===== config.mk =====
export PLATFORM = sky130hd
export DESIGN_NAME = branch_resolver_flat
export DESIGN_NICKNAME = d
export VERILOG_FILES = /design/src/rtl/rv32i_types.sv /design/src/rtl/branch_resolver_if.sv /design/src/rtl/bp_update_fifo.sv /design/src/rtl/branch_resolver.sv /design/src/flat_wrapper.sv
export SDC_FILE = /design/constraint.sdc
export NUM_CORES = 1
export LEC_CHECK = 0
export ABC_AREA = 0
export CAP_MARGIN = 15
export CELL_PAD_IN_SITES_DETAIL_PLACEMENT = 1
export CELL_PAD_IN_SITES_GLOBAL_PLACEMENT = 2
export CORE_MARGIN = 8
export CORE_UTILIZATION = 41
export CTS_CLUSTER_SIZE = 14
export DETAILED_ROUTE_END_ITERATION = 16
export PLACE_DENSITY = 0.94
export SLEW_MARGIN = 10
export SYNTH_ARGS = -nofsm -noshare
export SYNTH_HDL_FRONTEND = slang
export SYNTH_SLANG_ARGS = --single-unit

===== constraint.sdc =====
create_clock -name clk -period 4.65 [get_ports clk]
set_input_delay 0.465 -clock clk [delete_from_list [all_inputs] [get_ports clk]]
set_output_delay 0.465 -clock clk [all_outputs]
set_load 0.05 [all_outputs]

===== src/rtl/rv32i_types.sv =====
`default_nettype none
// ============================================================================
// Package     : rv32i_types
// Description : Types shared by the fetch predictor and the branch resolver.
//               This includes the training update record and the resolver
//               FSM state encoding.
// Revision    : 1.0 - initial release
// ============================================================================
package rv32i_types;

   // One predictor training record: the branch PC, its actual target, and
   // whether it left the sequential path.
   typedef struct packed {
      logic [31:0] pc;
      logic [31:0] target;
      logic        taken;
   } bp_update_t;

   typedef enum logic [0:0] {
      RUN   = 1'b0,
      FLUSH = 1'b1
   } resolver_state_t;

   // Sequential successor of a PC. The 32-bit sum wraps, so 0xFFFFFFFC -> 0.
   function automatic logic [31:0] seq_next_pc(input logic [31:0] pc);
      return pc + 32'd4;
   endfunction

endpackage
`default_nettype wire


===== src/rtl/branch_resolver_if.sv =====
`default_nettype none
// ============================================================================
// Interface   : branch_resolver_if
// Description : Resolve-side inputs, redirect/flush outputs, predictor
//               training handshake and statistics counters of the branch
//               resolver. The master is the pipeline/predictor side, and the
//               slave is the resolver.
// Revision    : 1.0 - initial release
// ============================================================================
interface branch_resolver_if;
   logic        load_buffers;
   logic        res_valid;
   logic        res_is_ctrl;
   logic [31:0] res_pc;
   logic [31:0] res_pred_pc;
   logic [31:0] res_next_pc;
   logic        redirect_valid;
   logic [31:0] redirect_pc;
   logic        flush;
   logic        res_stall;
   logic        upd_valid;
   logic        upd_ready;
   logic [31:0] upd_pc;
   logic [31:0] upd_target;
   logic        upd_taken;
   logic [31:0] branch_count;
   logic [31:0] mispredict_count;

   modport master (
      output load_buffers, res_valid, res_is_ctrl, res_pc, res_pred_pc,
             res_next_pc, upd_ready,
      input  redirect_valid, redirect_pc, flush, res_stall, upd_valid,
             upd_pc, upd_target, upd_taken, branch_count, mispredict_count
   );

   modport slave (
      input  load_buffers, res_valid, res_is_ctrl, res_pc, res_pred_pc,
             res_next_pc, upd_ready,
      output redirect_valid, redirect_pc, flush, res_stall, upd_valid,
             upd_pc, upd_target, upd_taken, branch_count, mispredict_count
   );
endinterface
`default_nettype wire


===== src/rtl/bp_update_fifo.sv =====
`default_nettype none
// ============================================================================
// Module      : bp_update_fifo
// Description : Small synchronous FIFO of predictor training records.
//               Pointers carry one extra wrap bit to tell full from empty.
//               The head entry is presented combinationally, and it reads as
//               zero while the FIFO is empty.
// Revision    : 1.0 - initial release
// ============================================================================
module bp_update_fifo
   import rv32i_types::*;
#(
   parameter int DEPTH = 4
)
(
   input  logic       clk,
   input  logic       rst,
   input  logic       push,
   input  bp_update_t push_data,
   input  logic       pop,
   output bp_update_t pop_data,
   output logic       full,
   output logic       empty
);

   localparam int          AW      = $clog2(DEPTH);
   localparam logic [AW:0] PTR_ONE = (AW + 1)'(1);

   bp_update_t  r_mem [DEPTH];
   logic [AW:0] r_wr_ptr;
   logic [AW:0] r_rd_ptr;
   logic        w_push_ok;
   logic        w_pop_ok;

   assign full      = (r_wr_ptr[AW] != r_rd_ptr[AW]) &&
                      (r_wr_ptr[AW-1:0] == r_rd_ptr[AW-1:0]);
   assign empty     = (r_wr_ptr == r_rd_ptr);
   assign w_push_ok = push & ~full;
   assign w_pop_ok  = pop & ~empty;
   assign pop_data  = empty ? '0 : r_mem[r_rd_ptr[AW-1:0]];

   // Storage is write-only on push and needs no reset; empty masks stale data.
   always_ff @(posedge clk) begin
      if (w_push_ok) begin
         r_mem[r_wr_ptr[AW-1:0]] <= push_data;
      end
   end

   // Advance pointers on push and pop; reset discards every queued entry.
   always_ff @(posedge clk or negedge rst) begin
      if (!rst) begin
         r_wr_ptr <= '0;
         r_rd_ptr <= '0;
      end else begin
         if (w_push_ok) begin
            r_wr_ptr <= r_wr_ptr + PTR_ONE;
         end
         if (w_pop_ok) begin
            r_rd_ptr <= r_rd_ptr + PTR_ONE;
         end
      end
   end

endmodule
`default_nettype wire


===== src/rtl/branch_resolver.sv =====
`default_nettype none
// ============================================================================
// Module      : branch_resolver
// Description : Compares each resolved control-flow instruction's predicted
//               next PC with its actual next PC. On a mismatch it issues a
//               registered redirect and a flush lasting FLUSH_CYCLES cycles.
//               It queues predictor training records and keeps saturating
//               branch and mispredict counters.
// Revision    : 1.0 - initial release
// ============================================================================
module branch_resolver
   import rv32i_types::*;
#(
   parameter int UQ_DEPTH     = 4,
   parameter int FLUSH_CYCLES = 2
)
(
   input  logic              clk,
   input  logic              rst,
   branch_resolver_if.slave  bus
);

   localparam int            CW         = $clog2(FLUSH_CYCLES + 1);
   localparam logic [CW-1:0] FLUSH_LOAD = CW'(FLUSH_CYCLES - 1);
   localparam logic [CW-1:0] CNT_ONE    = CW'(1);
   localparam logic [31:0]   SAT_MAX    = 32'hFFFF_FFFF;

   resolver_state_t r_state;
   logic [CW-1:0]   r_flush_cnt;
   logic            w_accept;
   logic            w_taken;
   logic            w_mispredict;
   logic            w_full;
   logic            w_empty;
   logic            w_pop;
   bp_update_t      w_push_data;
   bp_update_t      w_head;

   // Only correct-path control instructions are considered. Anything that
   // arrives during FLUSH is wrong-path and is dropped.
   assign w_accept     = bus.load_buffers & bus.res_valid & bus.res_is_ctrl &
                         (r_state == RUN) & ~w_full;
   assign w_taken      = (bus.res_next_pc != seq_next_pc(bus.res_pc));
   assign w_mispredict = w_accept & (bus.res_pred_pc != bus.res_next_pc);
   assign w_pop        = ~w_empty & bus.upd_ready;
   assign w_push_data  = {bus.res_pc, bus.res_next_pc, w_taken};

   bp_update_fifo #(
      .DEPTH (UQ_DEPTH)
   ) u_update_fifo (
      .clk       (clk),
      .rst       (rst),
      .push      (w_accept),
      .push_data (w_push_data),
      .pop       (w_pop),
      .pop_data  (w_head),
      .full      (w_full),
      .empty     (w_empty)
   );

   assign bus.res_stall  = w_full;
   assign bus.upd_valid  = ~w_empty;
   assign bus.upd_pc     = w_head.pc;
   assign bus.upd_target = w_head.target;
   assign bus.upd_taken  = w_head.taken;

   // Redirect/flush FSM. The redirect cycle is the first flush cycle, and
   // the countdown runs whether or not the pipeline advances.
   always_ff @(posedge clk or negedge rst) begin
      if (!rst) begin
         r_state            <= RUN;
         r_flush_cnt        <= '0;
         bus.redirect_valid <= 1'b0;
         bus.redirect_pc    <= '0;
         bus.flush          <= 1'b0;
      end else begin
         bus.redirect_valid <= 1'b0;
         case (r_state)
            RUN: begin
               if (w_mispredict) begin
                  bus.redirect_valid <= 1'b1;
                  bus.redirect_pc    <= bus.res_next_pc;
                  bus.flush          <= 1'b1;
                  r_flush_cnt        <= FLUSH_LOAD;
                  r_state            <= FLUSH;
               end else begin
                  bus.flush <= 1'b0;
               end
            end
            FLUSH: begin
               if (r_flush_cnt == '0) begin
                  bus.flush <= 1'b0;
                  r_state   <= RUN;
               end else begin
                  bus.flush   <= 1'b1;
                  r_flush_cnt <= r_flush_cnt - CNT_ONE;
               end
            end
            default: begin
               bus.flush <= 1'b0;
               r_state   <= RUN;
            end
         endcase
      end
   end

   // Saturating statistics counters; they stick at all-ones.
   always_ff @(posedge clk or negedge rst) begin
      if (!rst) begin
         bus.branch_count     <= '0;
         bus.mispredict_count <= '0;
      end else begin
         if (w_accept && (bus.branch_count != SAT_MAX)) begin
            bus.branch_count <= bus.branch_count + 32'd1;
         end
         if (w_mispredict && (bus.mispredict_count != SAT_MAX)) begin
            bus.mispredict_count <= bus.mispredict_count + 32'd1;
         end
      end
   end

endmodule
`default_nettype wire


===== src/flat_wrapper.sv =====
// flat-port wrapper written by rule: the top's interface ports become plain ports
module branch_resolver_flat import rv32i_types::*;
#(
   parameter int UQ_DEPTH     = 4,
   parameter int FLUSH_CYCLES = 2
)
  (clk, rst, bus_load_buffers, bus_res_valid, bus_res_is_ctrl, bus_res_pc, bus_res_pred_pc, bus_res_next_pc, bus_upd_ready, bus_redirect_valid, bus_redirect_pc, bus_flush, bus_res_stall, bus_upd_valid, bus_upd_pc, bus_upd_target, bus_upd_taken, bus_branch_count, bus_mispredict_count);
  branch_resolver_if bus_i ();
  input  logic clk;
  input  logic rst;
  input wire logic [$bits(bus_i.load_buffers)-1:0] bus_load_buffers;
  input wire logic [$bits(bus_i.res_valid)-1:0] bus_res_valid;
  input wire logic [$bits(bus_i.res_is_ctrl)-1:0] bus_res_is_ctrl;
  input wire logic [$bits(bus_i.res_pc)-1:0] bus_res_pc;
  input wire logic [$bits(bus_i.res_pred_pc)-1:0] bus_res_pred_pc;
  input wire logic [$bits(bus_i.res_next_pc)-1:0] bus_res_next_pc;
  input wire logic [$bits(bus_i.upd_ready)-1:0] bus_upd_ready;
  output wire logic [$bits(bus_i.redirect_valid)-1:0] bus_redirect_valid;
  output wire logic [$bits(bus_i.redirect_pc)-1:0] bus_redirect_pc;
  output wire logic [$bits(bus_i.flush)-1:0] bus_flush;
  output wire logic [$bits(bus_i.res_stall)-1:0] bus_res_stall;
  output wire logic [$bits(bus_i.upd_valid)-1:0] bus_upd_valid;
  output wire logic [$bits(bus_i.upd_pc)-1:0] bus_upd_pc;
  output wire logic [$bits(bus_i.upd_target)-1:0] bus_upd_target;
  output wire logic [$bits(bus_i.upd_taken)-1:0] bus_upd_taken;
  output wire logic [$bits(bus_i.branch_count)-1:0] bus_branch_count;
  output wire logic [$bits(bus_i.mispredict_count)-1:0] bus_mispredict_count;
  assign bus_i.load_buffers = bus_load_buffers;
  assign bus_i.res_valid = bus_res_valid;
  assign bus_i.res_is_ctrl = bus_res_is_ctrl;
  assign bus_i.res_pc = bus_res_pc;
  assign bus_i.res_pred_pc = bus_res_pred_pc;
  assign bus_i.res_next_pc = bus_res_next_pc;
  assign bus_i.upd_ready = bus_upd_ready;
  assign bus_redirect_valid = bus_i.redirect_valid;
  assign bus_redirect_pc = bus_i.redirect_pc;
  assign bus_flush = bus_i.flush;
  assign bus_res_stall = bus_i.res_stall;
  assign bus_upd_valid = bus_i.upd_valid;
  assign bus_upd_pc = bus_i.upd_pc;
  assign bus_upd_target = bus_i.upd_target;
  assign bus_upd_taken = bus_i.upd_taken;
  assign bus_branch_count = bus_i.branch_count;
  assign bus_mispredict_count = bus_i.mispredict_count;
  branch_resolver #(.UQ_DEPTH(UQ_DEPTH), .FLUSH_CYCLES(FLUSH_CYCLES)) u_core (.clk(clk), .rst(rst), .bus(bus_i));
endmodule

==> results.md, run 1 <==
- Status: finished clean
- DP Worst Slack: 1.04 ns
- Row Count: 72
- WL/cell: 25.8 µm
- Max-cap violations: 0
- Syn Inst Count: 995
- Commonest cells after routing, fill and taps aside: clkdlybuf4s50_1 (265), edfxtp_1 (260), dfrtp_1 (104), xnor2_1 (73), xor2_1 (72)
- Post-Syn Area: 15900 µm²
- Vias in the first global route: roughly 11000
- Synthesized flop and latch total: roughly 370
- DR iter-0 viols: 429
- Largest net degree at the start of global routing: 75
- Power per cell area: roughly 650 nW/µm²
- Port bufs: about 270
- Final Wtd Congestion: between 0.8 and 0.9
- Area of the die: approximately 45000 µm²
- TritonCTS clock tree: done
- Final WL: 47500 µm
- Area of the core: 38500 µm²
- Fin. max-slew vios: 0
- Crit Path Class: reg2out
- Reg2reg path depth: 5
- Clk sinks: about 370
- GRT Util Overall: 0.208
- Leak: 0.00723 µW
- Clk_lat worst skew: ~0.52 ns
- Setup slack after layout: 1.10 ns
- Clock transition at path regs: 0.06 ns
- Layout cells sized above 1: 0.153
- First-pass GRT wire length: 70300 µm
- Worst EP arrival: 3.09 ns
- Final HPWL DP: 33000 µm
- Crit Reg-Reg Startpoint: u_core.u_update_fifo.r_rd_ptr[0]
- EDFF count, synth: 260
- R2r endpoint: u_core.u_update_fifo.r_mem[2][62]
- CTS Buf Count: 40
- Startpoint Class: flop
- CTS H-tree depth: 2
- Synth unique cells: 54
- Switching part of the total: 0.411
- Avg Cell Area, Syn: approximately 16 µm²
- Finished Layout Cells: approximately 1800
- Fin area: 20500 µm²
- Post-Syn Nets: 1106
- Pint: 7790 µW
- Tmin final: 3.55 ns
- Worst setup EP type: output port
- Initial Util: 0.412
- Sequential Power Share: 0.309
- Max Fclk: 0.281 GHz
- Combinational fraction of design power: 0.465
- Clock buffer depth: 3
- Most common cell after layout, fill and taps aside: clkdlybuf4s50_1
- R2R setup slack: 1.74 ns
- RSZ-0062 raised after global routing: false
- Initial antenna violation count: 10
- Worst-Margin Slew: 1.10 ns
- Crit path max fanout: 34
- CP max stage cell: clkdlybuf4s50_1
- Via count: roughly 10000
- Critical Path Max Stage Delay: 0.72 ns
- CP Cell Sequence: buf_4 -> mux4_2 -> nor2b_1 -> clkdlybuf4s50_1
- # Post-CTS Setup Buffers: 0
- CP startpoint: u_core.u_update_fifo.r_rd_ptr[0]
- DR DRC count: 0
- Worst Skew: between 0.01 and 0.015 ns
- I/O pin count: 267
- Clock power frac: 0.226
- Yosys top cell by area: edfxtp_1
- Layout Nets: 1406
- Primary FF master, synth: edfxtp_1
- Synth warnings: 0
- Routed Antenna Nets: 0
- Hold-fix buffers, CTS: 0
- Final setup viols: 0
- Post-synthesis async set-or-reset flop share: 0.290
- # placed instances: 1771
- Seq/Total Area, Yosys: 0.659
- Worst Path Required: 4.18 ns
- Final Hold Violating Endpoints: 0
- P&R area growth vs syn: 29.0%
- Top post-synthesis cells by area: edfxtp_1 (49%), dfrtp_1 (17%), mux4_2 (9.2%)
- Die width: roughly 210 µm
- Floorplan die height: roughly 210 µm
- Max-slew headroom: 0.267
- Hold crit path type: in2async
- Peak VDD IR: roughly 470 µV
- Setup TNS: 0 ns
- NetSw: 5430 µW
- Post-synth top area share: 0.492
- CP endpoint: bus_upd_target[31]
- Vias per cell: 5.35
- GR Overflow Total: 0
- Placed instance area: 19200 µm²
- Clk root buf: clkbuf_16
- DR pass1 iterations: 4
- Post-CTS Resized: 0
- Period utilization: 0.764
-- synthesized netlist by cell type, types with 17 or more instances --
library cell,count
xnor2_1,73
edfxtp_1,260
nor4_1,17
nor2b_1,67
dfrtp_1,106
nand3_1,47
mux4_2,65
nand4_1,34
mux2_2,36
xor2_1,72
nor2_1,21
nor3_1,19
nand2_1,39
-- kinds of logic (layout without fill, tap and decap cells) --
group / after synthesis / after routing / synth area share
AOI/OAI and AO/OA: 28 / 28 / 0.0124
and+or+nand+nor: 294 / 294 / 0.107
adders and majority gates: 9 / 9 / 0.00710
muxes: 105 / 105 / 0.120
other: 0 / 4 / 0
DFF: 366 / 366 / 0.659
xor gates and xnor gates: 145 / 145 / 0.0801
buffers and inverters: 48 / 376 / 0.0133
-- per-layer routing --
layer | share of wire | track usage | vias to the layer above | wire (µm)
met5 | 0.0018 | 0 | - | 86
met4 | 0.025 | 0.0543 | 14 | 1180
met3 | 0.078 | 0.0611 | 75 | 3730
met2 | 0.49 | 0.351 | 329 | 23200
met1 | 0.41 | 0.259 | 5090 | 19400
li1 | - | - | 4371 | -
-- worst min path at each step --
stage | from | to | cells after the start
2_1_floorplan | rst | u_core.bus.branch_count[0] | 0
3_5_place_dp | u_core.bus.mispredict_count[30] | u_core.bus.mispredict_count[30] | 1
6_report | rst | u_core.bus.branch_count[14] | 1
4_1_cts | rst | u_core.bus.branch_count[14] | 1
3_3_place_gp | u_core.u_update_fifo.r_wr_ptr[2] | u_core.u_update_fifo.r_wr_ptr[2] | 1
5_1_grt | rst | u_core.bus.branch_count[0] | 1
-- flip-flops by register name (all words and copies together) (netlist names) --
| name | flops |
|---|---|
| u_core.u_update_fifo.r_mem | 260 |
| u_core.bus.branch_count | 32 |
| u_core.bus.mispredict_count | 32 |
| u_core.bus.redirect_pc | 32 |
| u_core.u_update_fifo.r_rd_ptr | 3 |
| u_core.u_update_fifo.r_wr_ptr | 3 |
| u_core.r_flush_cnt | 2 |
| u_core.bus.flush | 1 |
| u_core.bus.redirect_valid | 1 |
-- layout make-up --
cell class                      count  area, µm²
Fill cell                        3715      18000
Clock buffer                       56       1100
Tap cell                          518        648
Clock inverter                     14        115
Multi-Input combinational cell    581       5220
Antenna cell                        4       10.0
Inverter                           13       48.8
Sequential cell                   366      10500
Timing Repair Buffer              293       2860
-- power groups by stage --
| stage | Combinational, µW | Clock, µW | Sequential, µW |
|---|---|---|---|
| final | 6150 | 2990 | 4080 |
| after global routing | 6450 | 3160 | 4120 |
| after CTS | 6270 | 3050 | 4090 |
| after detailed placement | 6250 | 0 | 4140 |
| after global placement | 6160 | 0 | 4120 |
| after floorplan | 3450 | 0 | 4720 |
-- per-stage QoR --
step / util / power (µW) / hold WS (ns)
3_5_place_dp: 0.500 / 10400 / 0.479
5_1_grt: 0.532 / 13700 / 0.199
6_report: 0.532 / 13200 / 0.121
4_1_cts: 0.532 / 13400 / 0.169
3_3_place_gp: 0.500 / 10300 / 0.478
2_1_floorplan: - / 8170 / 0.169
-- worst max-delay path, delay by kind of cell (launching register included) --
kind,cells,cell delay (ns)
buffers and inverters,2,1.32
flip-flops,1,0.45
multiplexers,1,0.62
AND/OR/NAND/NOR,1,0.17
Power figures use the tool's default switching activity.
==> inputs of run 2 (changes only) <==
Settings changed: CORE_UTILIZATION 41 to 34, PLACE_DENSITY 0.94 to 0.84.
Clock period 4.65 ns to 2.9 ns, I/O delays scaled along.
==> results.md, run 2 (synthesized netlist as in run 1, its figures left out) <==
- Status: finished clean
- Max-cap violations: 0
- DR pass1 iterations: 4
- Row Count: 79
- Max reg flops: 260
- Final WL: approximately 49000 µm
- Final Hold Violating Endpoints: 0
- Met2 wire len: 23500 µm
- GR Overflow Total: 0
- Period utilization: 0.949
- Vias per cell: 5.08
- Clk root buf: clkbuf_16
- Leak: 0.00775 µW
- P&R area growth vs syn: 33.7%
- Crit Path Class: reg2out
- Initial antenna violation count: 5
- R2r endpoint: u_core.bus.branch_count[23]
- Crit path max fanout: 67
- Port bufs: approximately 270
- I/O pin count: 267
- WL/cell: between 20 and 25 µm
- CTS H-tree depth: 2
- Peak VDD IR: 898 µV
- Routed length on met1: 19900 µm
- Worst Skew: around 0.016 ns
- Power per cell area: 1010 nW/µm²
- Final Wtd Congestion: 0.911
- Placed instance area: 19900 µm²
- RSZ-0062 raised after global routing: false
- Largest net degree at the start of global routing: 68
- Reg2reg path depth: 7
- Worst Path Required: between 2 and 3 ns
- Worst setup EP type: output port
- CTS Buf Count: 40
- R2R setup slack: 0.36 ns
- Floorplan die height: 232 µm
- Commonest cells after routing, fill and taps aside: edfxtp_1 (260), clkdlybuf4s50_1 (198), buf_4 (154), dfrtp_1 (104), xnor2_1 (73)
- Final HPWL DP: 35200 µm
- Via count: 10200
- DR DRC count: 0
- Clk_lat worst skew: 0.55 ns
- Fin. max-slew vios: 0
- Tmin final: between 2 and 3 ns
- Most common cell after layout, fill and taps aside: edfxtp_1
- Clk sinks: 366
- Clock buffer depth: 3
- Area of the die: 53800 µm²
- Clock transition at path regs: 0.06 ns
- Met3 WL post-DR: 4250 µm
- Core Util, Final: 0.459
- Crit Reg-Reg Startpoint: u_core.u_update_fifo.r_rd_ptr[0]
- TritonCTS clock tree: done
- Die width: 232 µm
- Hold crit path type: in2async
- Final setup viols: 0
- Max-slew headroom: 0.398
- Inserted Diodes: 0
- Vias in the first global route: ~11000
- DR iter-0 viols: 587
- Layout cells sized above 1: 0.248
- Area of the core: around 46000 µm²
- # Post-CTS Setup Buffers: 0
- Startpoint Class: flop
- Layout Nets: 1481
- First-pass GRT wire length: 72300 µm
- Worst-Margin Slew: 0.904 ns
- Max Fclk: about 0.36 GHz
- Initial Util: 0.343
- Worst EP arrival: 2.46 ns
- Fin area: 21200 µm²
- Setup TNS: 0 ns
- Routed Antenna Nets: 0
- Top Metal Used: met5
- GRT Util Overall: 0.180
run 2: changes by cell type in the layout (fill, tap and decap cells not counted):
cell,delta
and2_2,-3
and2_4,+3
buf_12,+14
buf_16,+1
buf_4,+126
bufinv_16,+2
clkbuf_1,-2
clkbuf_8,-1
clkdlybuf4s50_1,-67
clkinv_2,+1
diode_2,-4
dlygate4sd3_1,+1
nor3_1,-1
nor3_2,+1
run 2: cell type report:
| class | instances | area (µm²) |
|---|---|---|
| Tap cell | 607 | 759 |
| Timing Repair Buffer | 368 | 3460 |
| Clock buffer | 53 | 1080 |
| Multi-Input combinational cell | 581 | 5220 |
| Inverter | 13 | 48.8 |
| Sequential cell | 366 | 10500 |
| Clock inverter | 17 | 180 |
| Fill cell | 4605 | 25000 |
run 2: power breakdown:
part / switching (µW) / internal (µW)
clock network: 1990 / 2970
logic: 6570 / 3380
registers: 321 / 6190
run 2: how the worst max path moves through the flow:
stage,from,end,cells after the start
after CTS,u_core.u_update_fifo.r_rd_ptr[0],bus_upd_taken,4
after detailed placement,bus_res_pc[3],u_core.u_update_fifo.r_mem[1][0],10
final,u_core.u_update_fifo.r_rd_ptr[0],bus_upd_taken,4
after global placement,bus_res_pc[3],u_core.u_update_fifo.r_mem[0][0],9
after global routing,u_core.u_update_fifo.r_rd_ptr[0],bus_upd_taken,4
after floorplan,u_core.bus.mispredict_count[0],u_core.bus.mispredict_count[8],9
run 2: layer usage:
layer,track usage,up-vias
met5,0,-
met4,0.0557,10
met3,0.0627,80
met2,0.292,327
met1,0.224,5249
li1,-,4516
run 2: worst max-delay path: stages (launching register included):
cell and delay, ns:
dfrtp_4 0.44, buf_16 0.42, mux4_2 0.59, nor2b_1 0.19, buf_4 0.21
run 2: through the flow:
| stage | std cells | hold slack, ns | power [µW] | setup slack, ns |
|---|---|---|---|---|
| global route | 2005 | 0.405 | 22300 | 0.0128 |
| finish | 2005 | 0.398 | 21400 | 0.147 |
| global placement | 1934 | 0.476 | 16600 | -0.148 |
| CTS | 2005 | 0.376 | 21800 | 0.0273 |
| floorplan | 995 | -0.00559 | 13100 | 0.326 |
| detailed placement | 1934 | 0.480 | 16700 | -0.265 |
run 2: timing repair:
action,in CTS,in global routing
gates resized for setup,0,1
hold buffers,1,0
hold endpoints to repair,63,0
setup endpoints to repair,0,1
